File: config.mk
export PLATFORM = sky130hd
export DESIGN_NAME = demux17_router_flat
export DESIGN_NICKNAME = d
export VERILOG_FILES = /design/src/rtl/elm_pkg.sv /design/src/rtl/demux17_router_if.sv /design/src/rtl/demux_slot.sv /design/src/rtl/demux17_router.sv /design/src/flat_wrapper.sv
export SDC_FILE = /design/constraint.sdc
export NUM_CORES = 1
export LEC_CHECK = 0
export BUFFER_PORTS_ARGS = -buffer_cell sky130_fd_sc_hd__buf_2
export CAP_MARGIN = 20
export CORE_ASPECT_RATIO = 0.9
export CORE_MARGIN = 5
export CORE_UTILIZATION = 42
export DETAILED_ROUTE_END_ITERATION = 16
export GPL_TIMING_DRIVEN = 0
export PLACE_DENSITY_LB_ADDON = 0.05
export SLEW_MARGIN = 10
export SYNTH_ARGS = -nofsm -noshare
export SYNTH_HDL_FRONTEND = slang
export SYNTH_SLANG_ARGS = --single-unit
File: constraint.sdc
create_clock -name clk -period 2.1 [get_ports clk]
set_input_delay 0.315 -clock clk [delete_from_list [all_inputs] [get_ports clk]]
set_output_delay 0.315 -clock clk [all_outputs]
set_load 0.05 [all_outputs]
File: src/rtl/elm_pkg.sv
// Shared definitions for the ELM datapath steering blocks.
//   DATA_N      : MSB index of a datapath word (words are DATA_N+1 bits)
//   word17_t    : one fixed-point datapath word
//   CH0 / CH1   : output channel indices
//   slot_state_t: occupancy of a one-entry output register
package elm_pkg;

    localparam int DATA_N    = 16;
    localparam int CNT_W_DEF = 8;

    typedef logic [DATA_N:0] word17_t;

    localparam logic CH0 = 1'b0;
    localparam logic CH1 = 1'b1;

    typedef enum logic {
        SLOT_EMPTY = 1'b0,
        SLOT_FULL  = 1'b1
    } slot_state_t;

endpackage

File: src/rtl/demux17_router_if.sv
// Bus bundle for demux17_router: one valid/ready input stream with a
// select sideband and mode control, two valid/ready output channels and
// the pointer/counter observation outputs.
//   master : upstream/downstream side (drives input word and out readies)
//   slave  : router side
interface demux17_router_if
    import elm_pkg::*;
#(
    parameter int N     = DATA_N,
    parameter int CNT_W = CNT_W_DEF
);
    logic [N:0]       in_data;
    logic             in_sel;
    logic             in_valid;
    logic             in_ready;
    logic             mode;
    logic [N:0]       out0_data;
    logic             out0_valid;
    logic             out0_ready;
    logic [N:0]       out1_data;
    logic             out1_valid;
    logic             out1_ready;
    logic             pp_ptr;
    logic [CNT_W-1:0] cnt0;
    logic [CNT_W-1:0] cnt1;

    modport master (
        output in_data, in_sel, in_valid, mode, out0_ready, out1_ready,
        input  in_ready, out0_data, out0_valid, out1_data, out1_valid,
               pp_ptr, cnt0, cnt1
    );

    modport slave (
        input  in_data, in_sel, in_valid, mode, out0_ready, out1_ready,
        output in_ready, out0_data, out0_valid, out1_data, out1_valid,
               pp_ptr, cnt0, cnt1
    );
endinterface

File: src/rtl/demux_slot.sv
// One-entry output register for one router channel.
//   clk, rst  : clock, asynchronous active-high reset
//   load      : take load_data this cycle (becomes/stays FULL)
//   load_data : word to store
//   out_ready : downstream takes the word when FULL
//   out_data  : stored word (holds its last value while EMPTY)
//   out_valid : register FULL
//   cnt       : number of words drained, modulo 2^CNT_W
module demux_slot
    import elm_pkg::*;
#(
    parameter int N     = DATA_N,
    parameter int CNT_W = CNT_W_DEF
) (
    input  logic             clk,
    input  logic             rst,
    input  logic             load,
    input  logic [N:0]       load_data,
    input  logic             out_ready,
    output logic [N:0]       out_data,
    output logic             out_valid,
    output logic [CNT_W-1:0] cnt
);
    slot_state_t      state_reg;
    logic [N:0]       data_reg;
    logic [CNT_W-1:0] cnt_reg;
    logic             drain;

    assign drain = (state_reg == SLOT_FULL) && out_ready;

    always_ff @(posedge clk or posedge rst) begin
        if (rst) begin
            state_reg <= SLOT_EMPTY;
            data_reg  <= '0;
            cnt_reg   <= '0;
        end else begin
            // A load wins over a drain so a simultaneous drain+load keeps
            // the slot FULL with the new word and no bubble.
            if (load) begin
                data_reg  <= load_data;
                state_reg <= SLOT_FULL;
            end else if (drain) begin
                state_reg <= SLOT_EMPTY;
            end
            if (drain) begin
                cnt_reg <= cnt_reg + CNT_W'(1);
            end
        end
    end

    assign out_data  = data_reg;
    assign out_valid = (state_reg == SLOT_FULL);
    assign cnt       = cnt_reg;
endmodule

File: src/rtl/demux17_router.sv
// Registered 1-to-2 steering stage for N+1-bit words. Each accepted word
// goes to channel in_sel (mode=0) or to the ping-pong pointer channel
// (mode=1); each channel is a one-entry register with a drain counter.
//   clk, rst : clock, asynchronous active-high reset
//   bus      : demux17_router_if slave modport (input stream, two output
//              channels, pp_ptr, cnt0/cnt1)
module demux17_router
    import elm_pkg::*;
#(
    parameter int N     = DATA_N,
    parameter int CNT_W = CNT_W_DEF
) (
    input  logic clk,
    input  logic rst,
    demux17_router_if.slave bus
);
    logic             target;
    logic             in_ready_int;
    logic             accept;
    logic             pp_ptr_reg;
    logic [1:0]       full;
    logic [1:0]       out_ready_vec;
    logic [1:0]       load;
    logic [N:0]       data_vec [2];
    logic [CNT_W-1:0] cnt_vec  [2];

    assign out_ready_vec = {bus.out1_ready, bus.out0_ready};

    assign target = bus.mode ? pp_ptr_reg : bus.in_sel;

    // Combinational out_ready -> in_ready lets a FULL target drain and
    // refill in the same cycle; it never depends on in_valid.
    assign in_ready_int = ~full[target] | out_ready_vec[target];
    assign accept       = bus.in_valid & in_ready_int;

    generate
        for (genvar gi = 0; gi < 2; gi++) begin : g_slot
            assign load[gi] = accept & (target == 1'(gi));

            demux_slot #(
                .N     (N),
                .CNT_W (CNT_W)
            ) u_slot (
                .clk       (clk),
                .rst       (rst),
                .load      (load[gi]),
                .load_data (bus.in_data),
                .out_ready (out_ready_vec[gi]),
                .out_data  (data_vec[gi]),
                .out_valid (full[gi]),
                .cnt       (cnt_vec[gi])
            );
        end
    endgenerate

    // Pointer advances only on accepted words in ping-pong mode; it holds
    // through mode=0 periods and resumes from there.
    always_ff @(posedge clk or posedge rst) begin
        if (rst) begin
            pp_ptr_reg <= CH0;
        end else if (accept && bus.mode) begin
            pp_ptr_reg <= ~pp_ptr_reg;
        end
    end

    assign bus.in_ready   = in_ready_int;
    assign bus.out0_data  = data_vec[CH0];
    assign bus.out0_valid = full[CH0];
    assign bus.out1_data  = data_vec[CH1];
    assign bus.out1_valid = full[CH1];
    assign bus.pp_ptr     = pp_ptr_reg;
    assign bus.cnt0       = cnt_vec[CH0];
    assign bus.cnt1       = cnt_vec[CH1];
endmodule

File: src/flat_wrapper.sv
// flat-port wrapper written by rule: the top's interface ports become plain ports
module demux17_router_flat import elm_pkg::*;
#(
    parameter int N     = DATA_N,
    parameter int CNT_W = CNT_W_DEF
)
  (clk, rst, bus_in_data, bus_in_sel, bus_in_valid, bus_mode, bus_out0_ready, bus_out1_ready, bus_in_ready, bus_out0_data, bus_out0_valid, bus_out1_data, bus_out1_valid, bus_pp_ptr, bus_cnt0, bus_cnt1);
  demux17_router_if #(.N(N), .CNT_W(CNT_W)) bus_i ();
  input  logic clk;
  input  logic rst;
  input wire logic [$bits(bus_i.in_data)-1:0] bus_in_data;
  input wire logic [$bits(bus_i.in_sel)-1:0] bus_in_sel;
  input wire logic [$bits(bus_i.in_valid)-1:0] bus_in_valid;
  input wire logic [$bits(bus_i.mode)-1:0] bus_mode;
  input wire logic [$bits(bus_i.out0_ready)-1:0] bus_out0_ready;
  input wire logic [$bits(bus_i.out1_ready)-1:0] bus_out1_ready;
  output wire logic [$bits(bus_i.in_ready)-1:0] bus_in_ready;
  output wire logic [$bits(bus_i.out0_data)-1:0] bus_out0_data;
  output wire logic [$bits(bus_i.out0_valid)-1:0] bus_out0_valid;
  output wire logic [$bits(bus_i.out1_data)-1:0] bus_out1_data;
  output wire logic [$bits(bus_i.out1_valid)-1:0] bus_out1_valid;
  output wire logic [$bits(bus_i.pp_ptr)-1:0] bus_pp_ptr;
  output wire logic [$bits(bus_i.cnt0)-1:0] bus_cnt0;
  output wire logic [$bits(bus_i.cnt1)-1:0] bus_cnt1;
  assign bus_i.in_data = bus_in_data;
  assign bus_i.in_sel = bus_in_sel;
  assign bus_i.in_valid = bus_in_valid;
  assign bus_i.mode = bus_mode;
  assign bus_i.out0_ready = bus_out0_ready;
  assign bus_i.out1_ready = bus_out1_ready;
  assign bus_in_ready = bus_i.in_ready;
  assign bus_out0_data = bus_i.out0_data;
  assign bus_out0_valid = bus_i.out0_valid;
  assign bus_out1_data = bus_i.out1_data;
  assign bus_out1_valid = bus_i.out1_valid;
  assign bus_pp_ptr = bus_i.pp_ptr;
  assign bus_cnt0 = bus_i.cnt0;
  assign bus_cnt1 = bus_i.cnt1;
  demux17_router #(.N(N), .CNT_W(CNT_W)) u_core (.clk(clk), .rst(rst), .bus(bus_i));
endmodule
Word-level counts from Yosys, hierarchy flattened:

Cells that the tools add are included.

* bitwise logic cells: 7
* reduce and logical (&&, ||, !) cells: 5
* mux-type cells: 9
* add/sub/neg operators: 2
* order comparisons: 1

Operator list (number)
* $add 8x1->8 const B: 2
* $mux 1: 9
* $reduce_bool 2->1: 2
* $and 1x1->1: 3
* $logic_and 1x1->1: 3
* $not 1->1: 3
* $lt 1x2->1 const B: 1
* $or 1x1->1: 1

* flip-flop bits (word level): 53
* word-level logic and storage cells: 31
* output and inout port bits: 54

Logic depth before layout (Yosys ltp):

* word-level depth: 8
* gate-level depth with buffers: 4

Modules after synthesis:

Synthesis repeated with hierarchy kept, for this count alone.

* cell total of the unflattened synthesis: 149
* area, all modules: 2165.8 sq um

Modules (own cells, without submodules)
* demux_slot: instances 2, area an instance 1036.0 sq um, cells an instance 69, seq. area each 650.6 sq um
* demux17_router: instances 1, area an instance 93.8 sq um, cells an instance 11, seq. area each 25.0 sq um

Least setup slack after synthesis:

No wires, ideal clock.

* path kind: reg2reg
* start: register u_core.pp_ptr_reg, in the netlist u_core.bus.pp_ptr
* end: register u_core.g_slot[1].u_slot.data_reg[10]
* data required time: 1.975 ns
* library setup time: 0.125 ns
* stages on the path, launching flop included: 5
* slack: 0.361 ns
* arrival time: 1.614 ns
* path through: dfrtp_1 -> mux2i_2 -> nand3b_4 -> buf_6 -> mux2_4

* word-level cells in the longest chain between the ends: 7
* elaborated cells between the ends (all ways): 9

RTL lines
* start, declared: RTL line demux17_router.sv:20 `logic pp_ptr_reg;`
* start signal, assigned: RTL line demux17_router.sv:62 `pp_ptr_reg <= ~pp_ptr_reg;`
* $mux 1 (*): RTL line demux17_router.sv:29 `assign target = bus.mode ? pp_ptr_reg : bus.in_sel;`
* $mux 1 (implied by the code) (2 in series): RTL line demux17_router.sv:33 `assign in_ready_int = ~full[target] | out_ready_vec[target];`
* $not 1->1: RTL line demux17_router.sv:33
* $or 1x1->1: RTL line demux17_router.sv:33
* $and 1x1->1: RTL line demux17_router.sv:34 `assign accept = bus.in_valid & in_ready_int;`
* $and 1x1->1 (*): RTL line demux17_router.sv:38 `assign load[gi] = accept & (target == 1'(gi));`
* end signal, assigned: RTL line demux_slot.sv:40 `data_reg <= load_data;`
* end, declared: RTL line demux_slot.sv:25 `logic [N:0] data_reg;`

Every way passes the cells marked *; elsewhere a longest branch is shown, timed or not. The select of a mux whose other input is x is not followed.
A chain may end at the register's enable or synchronous reset.

Worst setup path in the final report:

* start: register u_core.pp_ptr_reg, in the netlist u_core.bus.pp_ptr
* end: output port bus_in_ready

* word-level cells in the longest chain between the ends: 5
* elaborated cells between the ends (all ways): 7

RTL lines
* $mux 1 (*): RTL line demux17_router.sv:29
* $mux 1 (implied by the code) (2 in series): RTL line demux17_router.sv:33
* $not 1->1: RTL line demux17_router.sv:33
* $or 1x1->1 (*): RTL line demux17_router.sv:33
* end, declared: RTL line flat_wrapper.sv:17 `output wire logic [$bits(bus_i.in_ready)-1:0] bus_in_ready;`

Marks and branches as above.

==> impl_metrics.py <==
metrics = {
    "run_status": {
        "outcome": "finished, final reports clean",
    },
    "yosys": {
        "yosysTopAreaCell": "dfrtp_1",
        "synth.most_common_cell": "dfrtp_1",
        "synth-seq-cells": 53,
        "ys_seq_area_share_pct": 61.8,
        "synthArstFlopShare_pct": 100,
        "synth_edf_count": 0,
        "synthTopCellsByCount": "dfrtp_1 (53), mux2_2 (28), nand2_1 (12), xnor2_1 (10), mux2_4 (9)",
        "synth.area.top_cells": "dfrtp_1 (62%), mux2_2 (15%), mux2_4 (6.3%), xnor2_1 (4.1%), nand2_1 (2.1%)",
        "yosys_warnings": 0,
        "synthFlopType": "dfrtp_1",
        "syn-num-nets": 166,
        "synth_top_cell_area_share_pct": 61.8,
        "ys_types": 21,
        "syn_area_sq_um": 2140,
        "syn_area_per_cell_sq_um": 15.3,
        "synthCells": 140,
    },
    "placement": {
        "gp_congestion": 0.709,
        "io_buffers": 77,
        "place_hpwl_microns": 3360,
    },
    "clock_tree": {
        "clkTransAtPathRegs_ns": 0.09,
        "clockRootBuffer": "clkbuf_8",
        "hold_buffers": 0,
        "clk_latency_ns": 0.30,
        "cts_tree": "done",
        "cts_setup_buffers": 0,
        "postCtsResizedCells": 0,
        "cts_made_buffers": 5,
        "cts_sinks": 53,
        "htreeDepth": 2,
        "clock_path_buffers": 2,
    },
    "power": {
        "powerDensity_nw_per_um2": 1660,
        "vdd_drop_max_mv": 0.783,
        "cellLeakagePower_uw": 0.00139,
    },
    "sta": {
        "worstMarginPinSlew_ns": 0.420,
        "setup_viol": 0,
        "maxSlewViolCount": 0,
        "relSlewSlack_pct": 71.9,
        "fmax_mhz": 527,
        "fin_crit_ns": 1.90,
        "hold_viol": 0,
        "fin_crit_sh_pct": 90.4,
        "tns_ns": 0,
        "rsz0062_at_grt": "no",
        "whs_ns": 0.00104,
        "skew_ns": 0.00857,
    },
    "worst_setup_path": {
        "cp-end-kind": "output pin",
        "rr_endpoint": "u_core.g_slot[1].u_slot.out_data[12]$_DFFE_PP0P_",
        "rr_worst_depth": 4,
        "critPathLaunchType": "flip-flop",
        "critPathArrivalTime_ns": 1.58,
        "path_max_fanout": 4,
        "r2r-start": "u_core.bus.pp_ptr$_DFFE_PP0P_",
        "crit_type": "flip-flop to output pin",
        "cp.required_ns": 1.78,
        "reg2reg_slack_ns": 0.47,
    },
    "global_route": {
        "grt_first_pass_wirelength_microns": 7050,
        "grtUsageTotal_pct": 13.4,
        "globalRouteOverflowTotal": 0,
        "antenna_found_initial": 0,
        "first_global_vias": 1518,
        "met1_usage_pct": 14.9,
        "use_met3_pct": 4.56,
        "grt-busiest-layer": "met2",
        "grt_util_met2_pct": 23.9,
        "grt_max_degree": 36,
    },
    "floorplanning": {
        "initial_core_util_pct": 43.8,
        "rows": 24,
        "dieArea_sq_um": 6640,
        "ios": 78,
        "core_area_sq_um": 4890,
        "chipWidth_microns": 85.3,
        "die_y_microns": 77.8,
    },
    "job": {
        "drv_cap": 0,
    },
    "drt": {
        "routed_wl_microns": 4330,
        "wl_per_cell_microns": 14.9,
        "drtPass1Iterations": 4,
        "vias": 1405,
        "post_drt_via_cell_ratio": 4.83,
        "final_antenna_net_count": 0,
        "drc": 0,
        "drt_iter0_markers": 25,
    },
    "final_layout": {
        "syn2layout_area_growth_pct": 28.9,
        "fillers": 412,
        "n_antenna_cell": 0,
        "largest_register_ffs": 34,
        "nets": 251,
        "drive_gt1_share_pct": 57.1,
    },
    "min_path": {
        "hold_class": "input pin to asynchronous set/reset pin",
    },
}
==> kinds of logic after synthesis <==
family | count (synthesis) | share of synthesized area [%]
multiplexers | 38 | 21.6
AND/OR/NAND/NOR | 28 | 7.70
AO/OA/AOI/OAI | 2 | 0.700
XOR/XNOR | 14 | 5.72
buffers and inverters | 3 | 1.22
adder cells (fa/ha/maj) | 2 | 1.17
flip-flops | 53 | 61.8
==> how the worst max path moves through the flow <==
stage | startpoint | endpoint | slack, ns | cells after the start
2_1_floorplan | u_core.bus.pp_ptr$_DFFE_PP0P_ | u_core.g_slot[1].u_slot.out_data[10]$_DFFE_PP0P_ | 0.36 | 4
3_3_place_gp | rst | u_core.g_slot[1].u_slot.out_data[15]$_DFFE_PP0P_ | -0.04 | 2
3_5_place_dp | bus_mode | u_core.g_slot[1].u_slot.out_data[10]$_DFFE_PP0P_ | 0.39 | 5
4_1_cts | u_core.bus.pp_ptr$_DFFE_PP0P_ | bus_in_ready | 0.18 | 3
5_1_grt | u_core.bus.pp_ptr$_DFFE_PP0P_ | bus_in_ready | 0.14 | 3
6_report | u_core.bus.pp_ptr$_DFFE_PP0P_ | bus_in_ready | 0.20 | 3
==> cell usage in the layout (no fill, tap or decap) <==
| cell | n |
|---|---|
| buf_2 | 77 |
| dfrtp_1 | 53 |
| mux2_2 | 28 |
| nand2_1 | 12 |
| xnor2_1 | 10 |
| mux2_4 | 9 |
| clkbuf_8 | 5 |
| xor2_1 | 4 |
| nand2b_1 | 2 |
| buf_6 | 2 |
| nand3_1 | 2 |
| and4_1 | 2 |
| nor2_1 | 2 |
| and3_1 | 2 |
| nor3_1 | 2 |
| nand4_1 | 2 |
| ha_1 | 2 |
| bufinv_16 | 2 |
| mux2i_2 | 1 |
| nand3b_4 | 1 |
| nand3_4 | 1 |
| inv_2 | 1 |
| a31oi_1 | 1 |
| a41oi_1 | 1 |
| clkinv_2 | 1 |
| buf_12 | 1 |
==> report_power, final <==
group / internal, uW / switching [uW] / total [uW]
clock: 473 / 318 / 791
sequential: 1360 / 229 / 1590
combinational: 605 / 1600 / 2200
total: 2440 / 2150 / 4580
==> worst max-delay path, cell delays in order (launching register included) <==
cell	delay [ns]
dfrtp_1	0.42
mux2i_2	0.29
mux2_2	0.37
buf_2	0.21
==> layer usage <==
layer	vias up	share of wire, %
li1	650	-
met1	704	38
met2	44	53
met3	7	7.7
met4	0	1.4
met5	-	0
==> through the flow <==
stage	setup slack [ns]	cells	area [sq um]	power [uW]	util (%)
after floorplan	0.361	140	2140	3300	-
after global placement	-0.0350	282	2610	3780	53.3
after detailed placement	0.388	283	2630	3840	53.8
after CTS	0.176	291	2770	4640	56.5
after global routing	0.140	291	2770	4790	56.5
final	0.201	291	2770	4580	56.5
==> area by class of cell <==
type | instances | area, sq um | share of cell area, %
clock inverters | 3 | 65.1 | 2.35
clock buffers | 5 | 68.8 | 2.49
repair buffers | 78 | 405 | 14.7
plain buffers | 2 | 22.5 | 0.814
flip-flops and latches | 53 | 1330 | 48.0
well taps | 65 | 81.3 | 2.94
multi-input cells | 84 | 792 | 28.6
inverters | 1 | 3.75 | 0.136
Power figures use the tool's default switching activity.
